## src/rtl/edge_arb_pkg.sv

```systemverilog
// Shared types and the round-robin pick function for the edge event arbiter.
package edge_arb_pkg;

  typedef enum logic [1:0] {EDGE_RISE, EDGE_FALL, EDGE_BOTH} edge_mode_e;
  typedef enum logic {IDLE, PRESENT} state_e;

  localparam int MAX_CH = 16;

  // First pending channel after ptr, wrapping at n; returns 0 when nothing is pending.
  function automatic int rr_pick(input logic [MAX_CH-1:0] pend, input int ptr, input int n);
    int   idx;
    logic found;
    rr_pick = 0;
    found   = 1'b0;
    for (int i = 1; i <= MAX_CH; i++) begin
      if (i <= n && !found) begin
        idx = (ptr + i) % n;
        if (pend[idx[3:0]]) begin
          rr_pick = idx;
          found   = 1'b1;
        end
      end
    end
  endfunction

endpackage

```

## src/rtl/edge_chan.sv

```systemverilog
// One channel: edge detection, a single-entry pending slot with polarity, and a sticky overflow flag.
module edge_chan
  import edge_arb_pkg::*;
#(
  parameter edge_mode_e EDGE_MODE = EDGE_BOTH
) (
  input  logic clk,
  input  logic reset,
  input  logic level,
  input  logic grant,
  input  logic clr_overflow,
  output logic pending,
  output logic pol,
  output logic overflow
);

  logic level_q;
  logic rise;
  logic fall;
  logic det;

  assign rise = level & ~level_q;
  assign fall = ~level & level_q;

  always_comb begin
    case (EDGE_MODE)
      EDGE_RISE: det = rise;
      EDGE_FALL: det = fall;
      default:   det = rise | fall;
    endcase
  end

  always_ff @(posedge clk) begin
    if (reset) begin
      level_q  <= level;
      pending  <= 1'b0;
      pol      <= 1'b0;
      overflow <= 1'b0;
    end else begin
      level_q <= level;
      // A grant frees the slot this same edge, so a coincident edge refills it instead of overflowing.
      if (det && (!pending || grant)) begin
        pending <= 1'b1;
        pol     <= rise;
      end else if (grant) begin
        pending <= 1'b0;
      end
      if (det && pending && !grant)
        overflow <= 1'b1;
      else if (clr_overflow)
        overflow <= 1'b0;
    end
  end

endmodule

```

## src/rtl/edge_event_arbiter.sv

```systemverilog
// Per-channel edge queues merged onto one valid/ready event stream in round-robin order.
//   state   | meaning
//   IDLE    | no event presented; load a winner as soon as anything is pending
//   PRESENT | evt_ch/evt_rise held valid until the consumer takes them
module edge_event_arbiter
  import edge_arb_pkg::*;
#(
  parameter int         N_CH      = 4,
  parameter edge_mode_e EDGE_MODE = EDGE_BOTH,
  parameter int         CHW       = $clog2(N_CH)
) (
  input  logic            clk,
  input  logic            reset,
  input  logic [N_CH-1:0] level,
  output logic            evt_valid,
  input  logic            evt_ready,
  output logic [CHW-1:0]  evt_ch,
  output logic            evt_rise,
  output logic [N_CH-1:0] overflow,
  input  logic            clr_overflow
);

  logic [N_CH-1:0]   pending;
  logic [N_CH-1:0]   pol;
  logic [N_CH-1:0]   grant;
  logic [MAX_CH-1:0] pend_ext;
  logic [CHW-1:0]    rr_ptr;
  logic [CHW-1:0]    pick;
  logic              load;
  state_e            state;

  always_comb begin
    pend_ext            = '0;
    pend_ext[N_CH-1:0]  = pending;
  end

  assign pick = CHW'(rr_pick(pend_ext, int'(rr_ptr), N_CH));
  // Loading on a handshake keeps the stream back-to-back with no idle bubble.
  assign load = (|pending) && ((state == IDLE) || evt_ready);

  always_comb begin
    grant = '0;
    if (load) grant[pick] = 1'b1;
  end

  for (genvar i = 0; i < N_CH; i++) begin : g_chan
    edge_chan #(.EDGE_MODE(EDGE_MODE)) u_chan (
      .clk          (clk),
      .reset        (reset),
      .level        (level[i]),
      .grant        (grant[i]),
      .clr_overflow (clr_overflow),
      .pending      (pending[i]),
      .pol          (pol[i]),
      .overflow     (overflow[i])
    );
  end

  always_ff @(posedge clk) begin
    if (reset) begin
      state     <= IDLE;
      evt_valid <= 1'b0;
      evt_ch    <= '0;
      evt_rise  <= 1'b0;
      rr_ptr    <= CHW'(N_CH - 1);
    end else begin
      case (state)
        IDLE: begin
          if (load) begin
            state     <= PRESENT;
            evt_valid <= 1'b1;
            evt_ch    <= pick;
            evt_rise  <= pol[pick];
            rr_ptr    <= pick;
          end
        end
        PRESENT: begin
          if (evt_ready) begin
            if (load) begin
              evt_ch   <= pick;
              evt_rise <= pol[pick];
              rr_ptr   <= pick;
            end else begin
              state     <= IDLE;
              evt_valid <= 1'b0;
            end
          end
        end
        default: begin
          state     <= IDLE;
          evt_valid <= 1'b0;
        end
      endcase
    end
  end

endmodule

```

## config.mk

```make
export PLATFORM = sky130hd
export DESIGN_NAME = edge_event_arbiter
export DESIGN_NICKNAME = d
export VERILOG_FILES = /design/src/rtl/edge_arb_pkg.sv /design/src/rtl/edge_chan.sv /design/src/rtl/edge_event_arbiter.sv
export SDC_FILE = /design/constraint.sdc
export NUM_CORES = 1
export LEC_CHECK = 0
export BUFFER_PORTS_ARGS = -buffer_cell sky130_fd_sc_hd__buf_4
export CORE_UTILIZATION = 50
export DETAILED_ROUTE_END_ITERATION = 8
export PLACE_DENSITY_LB_ADDON = 0.15
export SLEW_MARGIN = 20
export SYNTH_ARGS = -nofsm -noshare
export SYNTH_HDL_FRONTEND = slang
export SYNTH_SLANG_ARGS = --single-unit
```

## constraint.sdc

```tcl
create_clock -name clk -period 3.5 [get_ports clk]
set_clock_uncertainty 0.2 [all_clocks]
set_input_delay 0.175 -clock clk [delete_from_list [all_inputs] [get_ports clk]]
set_output_delay 0.175 -clock clk [all_outputs]
set_load 0.01 [all_outputs]
```

# After elaboration in Yosys (flattened, before gate mapping)
# Index checks and enable logic that the tools add are counted.
[classes] add_sub_neg=4 n_lt_le_gt_ge=6 eq_ne=3 n_mux=54 bitwise=25 reduce_logical=41
[op_table] operator="two-way mux 1 bit" n=31
[op_table] operator="two-way mux 2 bit" n=11
[op_table] operator="less-than comparator 4 x 5 -> 1 bit, second input constant" n=4
[op_table] operator="nonzero test 2 bit" n=8
[op_table] operator="logical AND 1 bit" n=14
[op_table] operator="binary-select mux 1 bit (select 3 bit)" n=4
[op_table] operator="NOT 1 bit" n=9
[op_table] operator="bitwise AND 1 bit" n=8
[op_table] operator="logical NOT 1 bit" n=8
[op_table] operator="case mux 2 bit (2 select lines)" n=2
[op_table] operator="OR reduction 2 bit" n=4
[op_table] operator="!= test 2 bit, second input constant" n=3
[op_table] operator="case mux 1 bit (2 select lines)" n=3
[op_table] operator="logical OR 1 bit" n=5
[op_table] operator="adder 2 x 1 -> 2 bit, second input constant" n=2
[op_table] operator="adder 2 bit, second input constant" n=2
[op_table] operator="bitwise AND 1 bit, first input constant" n=4
[op_table] operator="two-way mux 4 bit" n=1
[op_table] operator="OR 1 bit" n=4
[op_table] operator="OR reduction 4 bit" n=1
[op_table] operator="less-than comparator 2 x 3 -> 1 bit, second input constant" n=1
[op_table] operator="AND reduction 3 bit" n=1
[op_table] operator="binary-select mux 1 bit (select 2 bit)" n=1
[op_table] operator="demux 1 bit (select 2 bit)" n=1
[op_table] operator="greater-or-equal comparator 2 x 1 -> 1 bit, second input constant" n=1
[word_totals] reg_bits=23 in_bits=8 out_inout_bits=8 elab_cells=154

# Longest topological paths before layout
# Gate-level depths: netlist of the first run.
[logic_depth] ltp_word=20 depth_mapped=6 ltp_nobuf=5

# Modules after synthesis
# A second synthesis of the first run with hierarchy kept.
[hier_totals] cells_unflattened=112 area_unflattened_um2=1067.3
[by_module_without_submodules] mod="edge_chan" instances=4 cells_each=15 area_per_inst_um2=158.9 seq_area_each_um2=80.1
[by_module_without_submodules] mod="edge_event_arbiter" instances=1 cells_each=52 area_per_inst_um2=431.7 seq_area_each_um2=140.1

# Least setup slack after synthesis of the first run
# OpenSTA, ideal clock, no wires.
[synth_path] path_kind="register to register" from="register g_chan[1].u_chan.pending" to="register g_chan[2].u_chan.pol" setup_ns=0.116 arrival_ns=1.541 required_time_ns=3.184 slack_ns=1.642 stages_incl_launch_ff=6 path_buffers=0 period_less_slack_ns=1.858 path_cell_list="dfxtp_1 or2_1 a311o_1 o31ai_2 a21oi_1 a41o_1"
[synth_via] elab_chain_cells=16 elab_cells_between_ends=30 classes_between="order compare: 2; mux: 23; reduce/logical: 5"
[synth_lines] item="start, declared" line_no="edge_chan.sv:12" text="output logic pending,"
[synth_lines] item="start signal, assigned" line_no="edge_chan.sv:36" text="pending <= 1'b0;"
[synth_lines] item="start signal, assigned" line_no="edge_chan.sv:43" text="pending <= 1'b1;"
[synth_lines] item="start signal, assigned" line_no="edge_chan.sv:46" text="pending <= 1'b0;"
[synth_lines] item="binary-select mux 1 bit (select 3 bit)" line_no="edge_arb_pkg.sv:18" text="if (pend[idx[3:0]]) begin"
[synth_lines] item="two-way mux 1 bit (not written as such)" line_no="edge_arb_pkg.sv:18"
[synth_lines] item="two-way mux 2 bit (2 in a row)" line_no="edge_arb_pkg.sv:18"
[synth_lines] item="two-way mux 2 bit" line_no="edge_arb_pkg.sv:16" text="if (i <= n && !found) begin"
[synth_lines] item="two-way mux 2 bit" line_no="edge_arb_pkg.sv:18"
[synth_lines] item="two-way mux 2 bit" line_no="edge_arb_pkg.sv:16"
[synth_lines] item="two-way mux 2 bit" line_no="edge_arb_pkg.sv:18"
[synth_lines] item="two-way mux 2 bit" line_no="edge_arb_pkg.sv:16"
[synth_lines] item="less-than comparator 2 x 3 -> 1 bit (not written as such) / greater-or-equal comparator 2 x 1 -> 1 bit (equally long branches)" line_no="edge_event_arbiter.sv:43" text="if (load) grant[pick] = 1'b1;"
[synth_lines] item="logical AND 1 bit (not written as such)" line_no="edge_event_arbiter.sv:43"
[synth_lines] item="two-way mux 1 bit (not written as such)" line_no="edge_event_arbiter.sv:43"
[synth_lines] item="demux 1 bit (select 2 bit)" line_no="edge_event_arbiter.sv:43"
[synth_lines] item="two-way mux 4 bit (*)" line_no="edge_event_arbiter.sv:43"
[synth_lines] item="logical OR 1 bit (*)" line_no="edge_chan.sv:42" text="if (det && (!pending || grant)) begin"
[synth_lines] item="logical AND 1 bit (*)" line_no="edge_chan.sv:42"
[synth_lines] item="end signal, assigned" line_no="edge_chan.sv:44" text="pol <= rise;"
[synth_lines] item="end, declared" line_no="edge_chan.sv:13" text="output logic pol,"
# Mark *: on every way between the ends. The rest lies on a longest branch, timed or not. The select of a mux whose other input is x is not followed.
# A chain may end at the register's enable or synchronous reset.

# Worst setup path after layout of the first run
[layout_path] from="register g_chan[3].u_chan.pending" to="register evt_rise"
[layout_via] elab_chain_cells=14 elab_cells_between_ends=27 classes_between="mux: 25; reduce/logical: 2"
[layout_lines] item="start, declared" line_no="edge_chan.sv:12"
[layout_lines] item="start signal, assigned" line_no="edge_chan.sv:36"
[layout_lines] item="start signal, assigned" line_no="edge_chan.sv:43"
[layout_lines] item="start signal, assigned" line_no="edge_chan.sv:46"
[layout_lines] item="binary-select mux 1 bit (select 3 bit)" line_no="edge_arb_pkg.sv:18"
[layout_lines] item="two-way mux 1 bit (not written as such)" line_no="edge_arb_pkg.sv:18"
[layout_lines] item="two-way mux 2 bit (2 in a row)" line_no="edge_arb_pkg.sv:18"
[layout_lines] item="two-way mux 2 bit" line_no="edge_arb_pkg.sv:16"
[layout_lines] item="two-way mux 2 bit" line_no="edge_arb_pkg.sv:18"
[layout_lines] item="two-way mux 2 bit" line_no="edge_arb_pkg.sv:16"
[layout_lines] item="two-way mux 2 bit" line_no="edge_arb_pkg.sv:18"
[layout_lines] item="two-way mux 2 bit" line_no="edge_arb_pkg.sv:16"
[layout_lines] item="binary-select mux 1 bit (select 2 bit)" line_no="edge_event_arbiter.sv:73, edge_event_arbiter.sv:81"
[layout_lines] item="two-way mux 1 bit (not written as such)" line_no="edge_event_arbiter.sv:73, edge_event_arbiter.sv:81"
[layout_lines] item="two-way mux 1 bit (*)" line_no="edge_event_arbiter.sv:69, edge_event_arbiter.sv:79"
[layout_lines] item="two-way mux 1 bit" line_no="edge_event_arbiter.sv:78" text="if (evt_ready) begin"
[layout_lines] item="case mux 1 bit (2 select lines) (*)" line_no="edge_event_arbiter.sv:67" text="case (state)"
[layout_lines] item="end signal, assigned" line_no="edge_event_arbiter.sv:73" text="evt_rise <= pol[pick];"
[layout_lines] item="end signal, assigned" line_no="edge_event_arbiter.sv:81" text="evt_rise <= pol[pick];"
[layout_lines] item="end, declared" line_no="edge_event_arbiter.sv:18" text="output logic evt_rise,"
# Marks and branches as above.

==> reports/qor.yml, run 1 <==
ctsHtreeMaxLevel: 1
met3_usage_pct: 3.77
fin_tns_setup_ns: 0
dieHeight_um: 48.4
dp_hpwl_mm: 1.63
critPathRequiredTime_ns: 3.53
finalCriticalPeriod_ns: 2.11
p_comb_share_pct: 28.5
fp.coreArea_um2: 2000
drc: 0
hp-class: "reg2reg"
grt_pass1_vias: 828
cts_buffers: 3
synth_nets: 124
port_buffers: 15
crit_slowest_cell: "dfxtp_1"
peakVddDrop_uv: 285
synth_area_um2: 1080
hold_path.startpoint: "g_chan[3].u_chan.overflow"
nets: 145
num_io_pins: 16
rows: 16
regToRegStartpoint: "g_chan[3].u_chan.pending"
layout_common_cells: "23 x dfxtp_1, 15 x buf_4, 12 x a21oi_1"
whs_ns: 0.263
timing.rr.end: "evt_rise"
status: "complete, no violations"
track_usage_pct: 21.7
path_cells: "nand2b_1, a21oi_1, nor2_1, mux2_4, a2111oi_2"
setup_viol: 0
synthDistinctLibCells: 34
start_util_pct: 53.8
rsz0062_at_grt: "no"
endpoint_kind: "flip-flop"
grt_use_met1_pct: 26.5
reg2regPathDepth: 5
final_layout_size_suffix_gt1_share_pct: 22.7
drt_iter0_markers: 25
timing.final.ws_setup_ns: 1.39
swShare_pct: 32.7
clock.fmax_ghz: 0.474
clock-root-buffer: "clkbuf_4"
clk-insertion-delay-late_ns: 0.33
hold_viol: 0
synthCells: 112
crit_type: "reg2reg"
synth_area_per_cell_um2: 9.61
clock-sinks: 23
slew_headroom_pct: 64.9
drv_slew: 0
vias: 880
drv_cap: 0
final_common_cell: "dfxtp_1"
synthFlopType: "dfxtp_1"
ys_seq_elements: 23
cp_max_fo: 8
die_area_um2: 2340
pwr-share-seq_pct: 50.8
antenna_found_initial: 0
p_switching_uw: 203
cts_setup_buffers: 0
cts_tree: "yes"
powerDensity_nw_per_um2: 483
gr-total-overflow: 0
crit_arrival_ns: 2.14
firstDrtPassIters: 4
synthToLayoutAreaGrowth_pct: 19.8
r2r_slack_ns: 1.39
internal-power_uw: 419
wl_per_cell_um: 14.4
critPathLaunchType: "flip-flop"
synth_edf_count: 0
p_leak_nw: 0.573
busiest_layer: "met2"
tightest_slew_ns: 0.525
place.gp.congestion: 0.838
p_clk_share_pct: 20.7
antenna_cells: 0
grt_pass1_wl_mm: 3.82
startpoint: "g_chan[3].u_chan.pending"
ant_nets: 0
die_width_um: 48.4
use_met2_pct: 36.9
finalCritPeriodShare_pct: 60.2
clk_path_buf_depth: 2
ys_warn_count: 0
dp_slack_ns: 1.41
avgViaCountPerCell: 5.53
grt_max_degree: 15
drt_wl_total_mm: 2.28
slowest_delay_ns: 0.53
ys_seq_area_share_pct: 42.8
crit_end: "evt_rise"
path_clk_slew_ns: 0.13
ys_async_sr_fraction_pct: 0
final cells by class:
| type | instances | area (µm²) |
|---|---|---|
| Tap cell | 27 | 33.8 |
| Clock buffer | 3 | 22.5 |
| Multi-Input combinational cell | 72 | 537 |
| Sequential cell | 23 | 460 |
| Inverter | 10 | 37.5 |
| Fill cell | 169 | 713 |
| Timing Repair Buffer | 23 | 193 |
| Clock inverter | 1 | 5.00 |
per-layer routing:
layer | up-vias | share of wire, %
met5 | - | 0
met2 | 24 | 52
met4 | 0 | 1.5
met1 | 420 | 43
li1 | 433 | -
met3 | 3 | 3.9
logic make-up after synthesis:
logic type / after synthesis / share of synthesized area [%]
and+or+nand+nor: 34 / 17.4
buffers and inverters: 17 / 7.33
AOI/OAI and AO/OA: 29 / 22.7
muxes: 5 / 5.12
adders and majority gates: 4 / 4.65
DFF: 23 / 42.8
cells in the mapped netlist, drive strengths merged (2+ instances only):
master	n	share of area (%)
dfxtp	23	43
a21oi	12	5.6
nand2	11	3.8
inv	9	3.1
nor2	9	3.1
buf	4	2.8
ha	4	4.7
mux2i	4	3.7
nand2b	4	4.0
nor3	4	1.9
clkbuf	3	1.0
o211ai	3	2.1
a2bb2oi	2	1.6
a311oi	2	3.3
a41o	2	1.9
o31ai	2	1.9
power by group through the flow:
stage                     clock network (mW)  logic [mW]  registers, mW
final                                  0.129       0.177          0.316
after global placement                     0       0.164          0.320
after global routing                   0.140       0.193          0.320
after detailed placement                   0       0.169          0.322
after CTS                              0.130       0.178          0.316
after floorplan                            0       0.124          0.319
state kept, by name, summed over array words and instances, names as in the netlist:
register,flops
evt_rise,1
g_chan.u_chan.pending,4
evt_ch,2
state,1
g_chan.u_chan.pol,4
evt_valid,1
g_chan.u_chan.overflow,4
rr_ptr,2
g_chan.u_chan.level_q,4
timing repair:
action	CTS	global route
gates resized for setup	0	0
hold buffers	8	0
hold endpoints to repair	17	0
worst max-delay path, delay by kind of cell, from the launching register on:
kind	cells	cell delay, ns
compound gates	2	0.70
flops	1	0.53
mux	1	0.33
simple gates	2	0.24
worst min-delay path by stage:
stage	slack, ns	cells past startpoint	to
after floorplan	0.003	0	g_chan[0].u_chan.level_q
after global placement	0.09	1	g_chan[2].u_chan.level_q
after detailed placement	0.09	1	g_chan[0].u_chan.level_q
after CTS	0.27	2	g_chan[3].u_chan.overflow
after global routing	0.29	2	g_chan[3].u_chan.level_q
final	0.26	2	g_chan[3].u_chan.overflow
metrics by stage:
stage	std cells	cell area (µm²)	util [%]	power, mW
after floorplan	112	1080	-	0.444
after global placement	147	1180	59.0	0.484
after detailed placement	147	1180	59.0	0.491
after CTS	159	1290	64.4	0.624
after global routing	159	1290	64.4	0.654
final	159	1290	64.4	0.622
(Power assumes the default switching activity.)
==> run 2: changes to the inputs <==
--- a/config.mk
+++ b/config.mk
@@ -5,6 +5,7 @@
 export SDC_FILE = /design/constraint.sdc
 export NUM_CORES = 1
 export LEC_CHECK = 0
+export ABC_AREA = 1
 export BUFFER_PORTS_ARGS = -buffer_cell sky130_fd_sc_hd__buf_4
 export CORE_UTILIZATION = 50
 export DETAILED_ROUTE_END_ITERATION = 8
==> constraint.sdc (replaced) <==
create_clock -name clk -period 1.8 [get_ports clk]
set_clock_uncertainty 0.2 [all_clocks]
set_input_delay 0.09 -clock clk [delete_from_list [all_inputs] [get_ports clk]]
set_output_delay 0.09 -clock clk [all_outputs]
set_load 0.01 [all_outputs]
==> run 2 against run 1 <==
  * The run now ends with negative setup slack left
  * Cell area increased by 35%
  * Wire length increased by 26%
  * Setup slack got worse by 1.5 ns
  * Power increased to 4.8 times the previous value
  * Fmax increased by 12%
  * Core utilization increased by 12 points
  * Synthesized area increased by 16%
  * Largest cell class unchanged
==> reports/qor.yml, run 2 <==
avgViaCountPerCell: 5.01  # -9.5%
clock-root-buffer: "clkbuf_4"
yosysMostFrequentCell: "nand2_1"
crit_arrival_ns: 1.90  # -0.24 ns
synthToLayoutAreaGrowth_pct: 40.2
cts_tree: "yes"
layout_common_cells: "23 x nand2_1, 23 x buf_4, 18 x inv_1"
critPathRequiredTime_ns: 1.82  # -1.71 ns
die_width_um: 51.9  # +7.3%
finalCritPeriodShare_pct: 104  # +44 points
antenna_cells: 0  # unchanged
gr-total-overflow: 0  # unchanged
fillers: 173  # +2.4%
fp.coreArea_um2: 2280  # +14%
ant_nets: 0  # unchanged
hold_viol: 0  # unchanged
dp_hpwl_mm: 1.83  # +12%
nets: 203  # +40%
synthFlopType: "dfxtp_1"
path_clk_slew_ns: 0.13  # about the same
synthTopCellsByArea: "dfxtp_1 37%, nand2_1 9.9%, a21oi_1 6.4%"
powerDensity_nw_per_um2: 1710  # +250%
ys_seq_area_share_pct: 37.0  # -5.8 points
cp_max_fo: 7  # -1
dieHeight_um: 51.9  # +7.3%
drv_cap: 0  # unchanged
synthCells: 159  # +42%
firstDrtPassIters: 4  # unchanged
dp_slack_ns: -0.0445  # -1.46 ns
num_io_pins: 16  # unchanged
synth_area_um2: 1240  # +16%
p_total_mw: 2.98  # +380%
tightest_slew_ns: 0.276  # -0.249 ns
peakVddDrop_uv: 1150  # +300%
ys_async_sr_fraction_pct: 0  # unchanged
grt_max_degree: 14  # -1
multiInputGateArea_um2: 817  # +52%
track_usage_pct: 22.0  # +0.32 points
clock.fmax_ghz: 0.533  # +12%
clk-insertion-delay-late_ns: 0.31  # -0.02 ns
endpoint_kind: "flip-flop"
status: "complete, but fails checks"
ys_warn_count: 0  # unchanged
rows: 17  # +1
synth_largest_area_cell: "dfxtp_1"
start_util_pct: 54.7  # +0.95 points
final_layout_size_suffix_gt1_share_pct: 44.2  # +21 points
die_area_um2: 2690  # +15%
drt_wl_total_mm: 2.89  # +26%
violations: "negative setup slack"
ys_seq_elements: 23  # unchanged
setup_viol: 6  # +6
wl_per_cell_um: 13.2  # -7.8%
synth_top_area_share_pct: 37.0  # -5.8 points
synth_edf_count: 0  # unchanged
hp-class: "in2reg"
port_buffers: 15  # unchanged
critPathLaunchType: "flip-flop"
clk_path_buf_depth: 2  # unchanged
clock-sinks: 23  # unchanged
synthDistinctLibCells: 28  # -18%
grt_pass1_vias: 972  # +17%
crit_type: "reg2reg"
vias: 1092  # +24%
grt_pass1_wl_mm: 4.22  # +10%
drc: 0  # unchanged
p_leak_nw: 0.819  # +43%
place.gp.congestion: 0.854  # +1.9%
drv_slew: 0  # unchanged
synth_common_cells: "33 x nand2_1, 23 x dfxtp_1, 18 x inv_1, 16 x a21oi_1, 11 x nand2_2"
rsz0062_at_grt: "yes"
timing.final.ws_setup_ns: -0.0751  # -1.47 ns
slew_headroom_pct: 81.6  # +17 points
finalCriticalPeriod_ns: 1.88  # -0.233 ns
drt_iter0_markers: 17  # -32%
antenna_found_initial: 0  # unchanged
regArea_um2: 470  # +2.2%
synth_nets: 171  # +38%
ctsHtreeMaxLevel: 1  # unchanged
synth_area_per_cell_um2: 7.83  # -19%
cts_buffers: 3  # unchanged
[run 2: cell count changes in the layout (fill, tap and decap cells not counted), moves of 3 or more]
cell / before / now
nand2_1: 11 / 23
nand2_2: 0 / 11
nand2_4: 0 / 10
inv_1: 9 / 18
nand3_4: 0 / 9
buf_4: 15 / 23
dfxtp_1: 23 / 17
dfxtp_2: 0 / 5
nand3_1: 1 / 6
mux2i_1: 4 / 0
nor3_1: 4 / 0
a21oi_2: 0 / 3
inv_2: 0 / 3
[run 2: cells by family (layout without fill, tap and decap cells)]
kind of cell	after synthesis	in the layout	synth area share, %
AO/OA/AOI/OAI	25	25	12.2
adder cells (fa/ha/maj)	4	4	4.02
buffers and inverters	29	60	11.2
flip-flops	23	23	37.0
AND/OR/NAND/NOR	78	78	35.7
[run 2: area by class of cell]
type	instances	share of cell area, %
sequential	23	27.0
clock buffer	3	1.29
inverter	23	5.52
timing repair buffer	33	17.1
multi-input combinational	107	46.8
clock inverter	1	0.287
tap	28	2.01
[run 2: repair_timing]
item	in CTS	in global routing
hold endpoints to repair	16	0
endpoints found under the setup margin	4	17
hold buffers	8	0
gates cloned	0	1
gates resized for setup	7	38
pin swaps	0	16
buffers inserted	1	4
[run 2: metal layers]
| layer | wire length [µm] | part of all wire [%] | GRT usage (%) |
|---|---|---|---|
| met5 | 0 | 0 | 0 |
| met4 | 42 | 1.5 | 11.7 |
| met1 | 1300 | 45 | 28.0 |
| met3 | 71 | 2.5 | 4.68 |
| met2 | 1480 | 51 | 34.4 |
[run 2: worst paths after layout]
path,from,to,slack [ns],cells after the start
worst max-delay path,rr_ptr[0],g_chan[2].u_chan.pol,-0.08,14
worst max register to register,rr_ptr[0],g_chan[2].u_chan.pol,-0.08,14
worst min register to register,evt_ch[1],evt_ch[1],0.27,2
worst min-delay path,level[2],g_chan[2].u_chan.level_q,0.22,2
[run 2: metrics by stage]
stage / area [µm²] / hold slack (ns) / TNS (ns) / instances / utilization [%]
finish: 1750 / 0.222 / -0.360 / 218 / 76.7
global route: 1750 / 0.226 / -1.61 / 218 / 76.7
CTS: 1540 / 0.216 / -0.0137 / 214 / 67.5
detailed placement: 1400 / 0.00756 / -0.0998 / 201 / 61.4
global placement: 1400 / 0.00577 / -0.00951 / 201 / 61.4
floorplan: 1240 / -0.0823 / 0 / 159 / -
[run 2: power by group]
part	internal [mW]	switching, mW	leakage [nW]
logic	0.839	1.18	0.610
registers	0.632	0.0959	0.192
clock network	0.0831	0.155	0.0177
total	1.55	1.43	0.819
[run 2: critical path, stage by stage, from the launching register on]
cell and delay [ns]:
dfxtp_4 0.39, buf_12 0.12, inv_8 0.05, nand2_4 0.06, nand2_4 0.07, nor2_4 0.15
nand3_4 0.11, nand2_4 0.11, nand2_8 0.08, nand2_8 0.10, nand3_4 0.08, nand2_4 0.08
nand3b_1 0.07, nand2_1 0.07, nor2_2 0.04
==> run 3: changes to the inputs <==
==> constraint.sdc (replaced) <==
create_clock -name clk -period 1.8 [get_ports clk]
set_clock_uncertainty 0.2 [all_clocks]
set_input_delay 0.18 -clock clk [delete_from_list [all_inputs] [get_ports clk]]
set_output_delay 0.18 -clock clk [all_outputs]
set_load 0.01 [all_outputs]
==> run 3 against run 2 <==
  * Fmax shrank 0.14%
  * Power hardly changed
  * Combinational power about the same
  * Non-clock buffer count is the same
  * Clock power is essentially flat
  * Wire length is 0.28% lower
  * Core utilization stayed put
  * Highest routed layer unchanged
  * Critical path depth is 2 lower
  * The flow still finishes with violations (negative setup slack)
  * Final cell count unchanged
  * Sequential cell count unchanged
  * Setup slack got worse by 0.0027 ns
==> reports/qor.yml, run 3 (synthesized netlist as in run 2, its figures left out) <==
p_leak_nw: 0.819  # unchanged
tightest_slew_ns: 0.453  # +0.177 ns
swShare_pct: 47.9  # about the same
peakVddDrop_uv: 1250  # +8.9%
place.gp.congestion: 0.854  # unchanged
antenna_cells: 0  # unchanged
grt_pass1_wl_mm: 4.18  # -0.97%
timing.final.ws_setup_ns: -0.0778  # -0.00270 ns
ctsHtreeMaxLevel: 1  # unchanged
dieHeight_um: 51.9  # unchanged
dp.cells: 201  # unchanged
layout.cells.non_filler: 218  # unchanged
gr-total-overflow: 0  # unchanged
num_io_pins: 16  # unchanged
path_clk_slew_ns: 0.13  # about the same
grt_max_degree: 14  # unchanged
wl_per_cell_um: 13.2  # -0.28%
drv_slew: 0  # unchanged
clock-root-buffer: "clkbuf_4"
internal-power_mw: 1.55  # about the same
drc: 0  # unchanged
vias: 1095  # +0.27%
port_buffers: 15  # unchanged
dp_hpwl_mm: 1.83  # unchanged
pwr-share-seq_pct: 24.4  # about the same
critPathRequiredTime_ns: 1.83  # about the same
die_area_um2: 2690  # unchanged
ant_nets: 0  # unchanged
avgViaCountPerCell: 5.02  # +0.27%
slew_headroom_pct: 69.7  # -12 points
clk-insertion-delay-late_ns: 0.31  # about the same
firstDrtPassIters: 4  # unchanged
cp_max_fo: 7  # unchanged
final_layout_size_suffix_gt1_share_pct: 44.2  # unchanged
p_comb_share_pct: 67.6  # about the same
startpoint: "rr_ptr[0]"
rsz0062_at_grt: "yes"
drt_iter0_markers: 18  # +1
whs_ns: 0.0436  # -0.178 ns
layout_common_cells: "23 x nand2_1, 23 x buf_4, 18 x inv_1"
finalCritPeriodShare_pct: 104  # +0.15 points
regToRegStartpoint: "rr_ptr[0]"
nets: 203  # unchanged
start_util_pct: 54.7  # unchanged
critPathLaunchType: "flip-flop"
cts_buffers: 3  # unchanged
drt_wl_total_mm: 2.88  # -0.28%
timing.rr.end: "g_chan[3].u_chan.pol"
crit_type: "reg2reg"
reg2regPathDepth: 12  # -2
powerDensity_nw_per_um2: 1710  # about the same
setup_viol: 8  # +2
rows: 17  # unchanged
crit_end: "g_chan[3].u_chan.pol"
r2r_slack_ns: -0.08  # about the same
clk_path_buf_depth: 2  # unchanged
dp_slack_ns: -0.0445  # unchanged
synthToLayoutAreaGrowth_pct: 40.2  # unchanged
fp.coreArea_um2: 2280  # unchanged
track_usage_pct: 21.8  # -0.25 points
finalCriticalPeriod_ns: 1.88  # +0.00270 ns
grt_pass1_vias: 959  # -1.3%
antenna_found_initial: 0  # unchanged
status: "complete, but fails checks"
p_switching_mw: 1.43  # about the same
hold_viol: 0  # unchanged
die_width_um: 51.9  # unchanged
p_clk_share_pct: 8.0  # about the same
cts_tree: "yes"
hp-class: "in2reg"
crit_arrival_ns: 1.90  # about the same
endpoint_kind: "flip-flop"
drv_cap: 0  # unchanged
clock-sinks: 23  # unchanged
clock.fmax_ghz: 0.533  # -0.14%
violations: "negative setup slack"
==> run 3: worst min path at each step <==
stage                        start  depth (start not counted)  slack, ns                        to
final                        reset                          3       0.04                 rr_ptr[0]
after detailed placement  level[0]                          1        0.1  g_chan[0].u_chan.level_q
after global routing         reset                          3       0.06                 rr_ptr[1]
after floorplan           level[0]                          0      0.008  g_chan[0].u_chan.level_q
after CTS                    reset                          3       0.03                 rr_ptr[0]
after global placement    level[2]                          1        0.1  g_chan[2].u_chan.level_q
==> run 3: metrics by stage <==
stage	cell area [µm²]	power [mW]	utilization (%)	TNS [ns]
floorplan	1240	1.76	-	0
global route	1750	3.19	76.7	-1.78
global placement	1400	2.05	61.4	-0.00951
detailed placement	1400	2.07	61.4	-0.0998
finish	1750	2.98	76.7	-0.382
CTS	1530	2.42	67.0	-0.0137
==> run 3: layout make-up <==
type                            count  area [µm²]
Clock inverter                      1        5.00
Timing Repair Buffer               33         299
Inverter                           23        96.3
Tap cell                           28        35.0
Sequential cell                    23         470
Multi-Input combinational cell    107         817
Fill cell                         170         531
Clock buffer                        3        22.5
==> run 3: per-layer routing <==
layer	global-route usage (%)	wire length [µm]	up-vias
met5	0	0	-
met4	11.7	40	0
met3	4.68	80	4
met2	33.5	1460	16
met1	28.0	1300	506
li1	-	-	569
==> run 3: critical path: stages, from the launching register on <==
cell and delay, ns:
dfxtp_4 0.38, buf_12 0.13, inv_8 0.08, nand2_4 0.06, nand3_4 0.12, buf_6 0.11
nand4_1 0.13, nand3_4 0.16, nand4_2 0.12, nand2_2 0.10, nand3_1 0.08, nand2_1 0.08
nor2_1 0.04
==> run 3: what timing repair did <==
item                       in CTS  in global routing
resized for setup               7                 38
hold endpoints to repair       15                  0
pin swaps                       0                 16
buffers inserted                1                  4
hold buffers                    7                  0
setup endpoints to repair       4                 16
cloned                          0                  1
==> run 3: power groups by stage <==
stage               logic [mW]  registers [mW]  clock network [mW]
global placement          1.34           0.708                   0
global route              2.18           0.743               0.262
finish                    2.02           0.728               0.238
detailed placement        1.36           0.709                   0
floorplan                 1.05           0.707                   0
CTS                       1.47           0.705               0.243
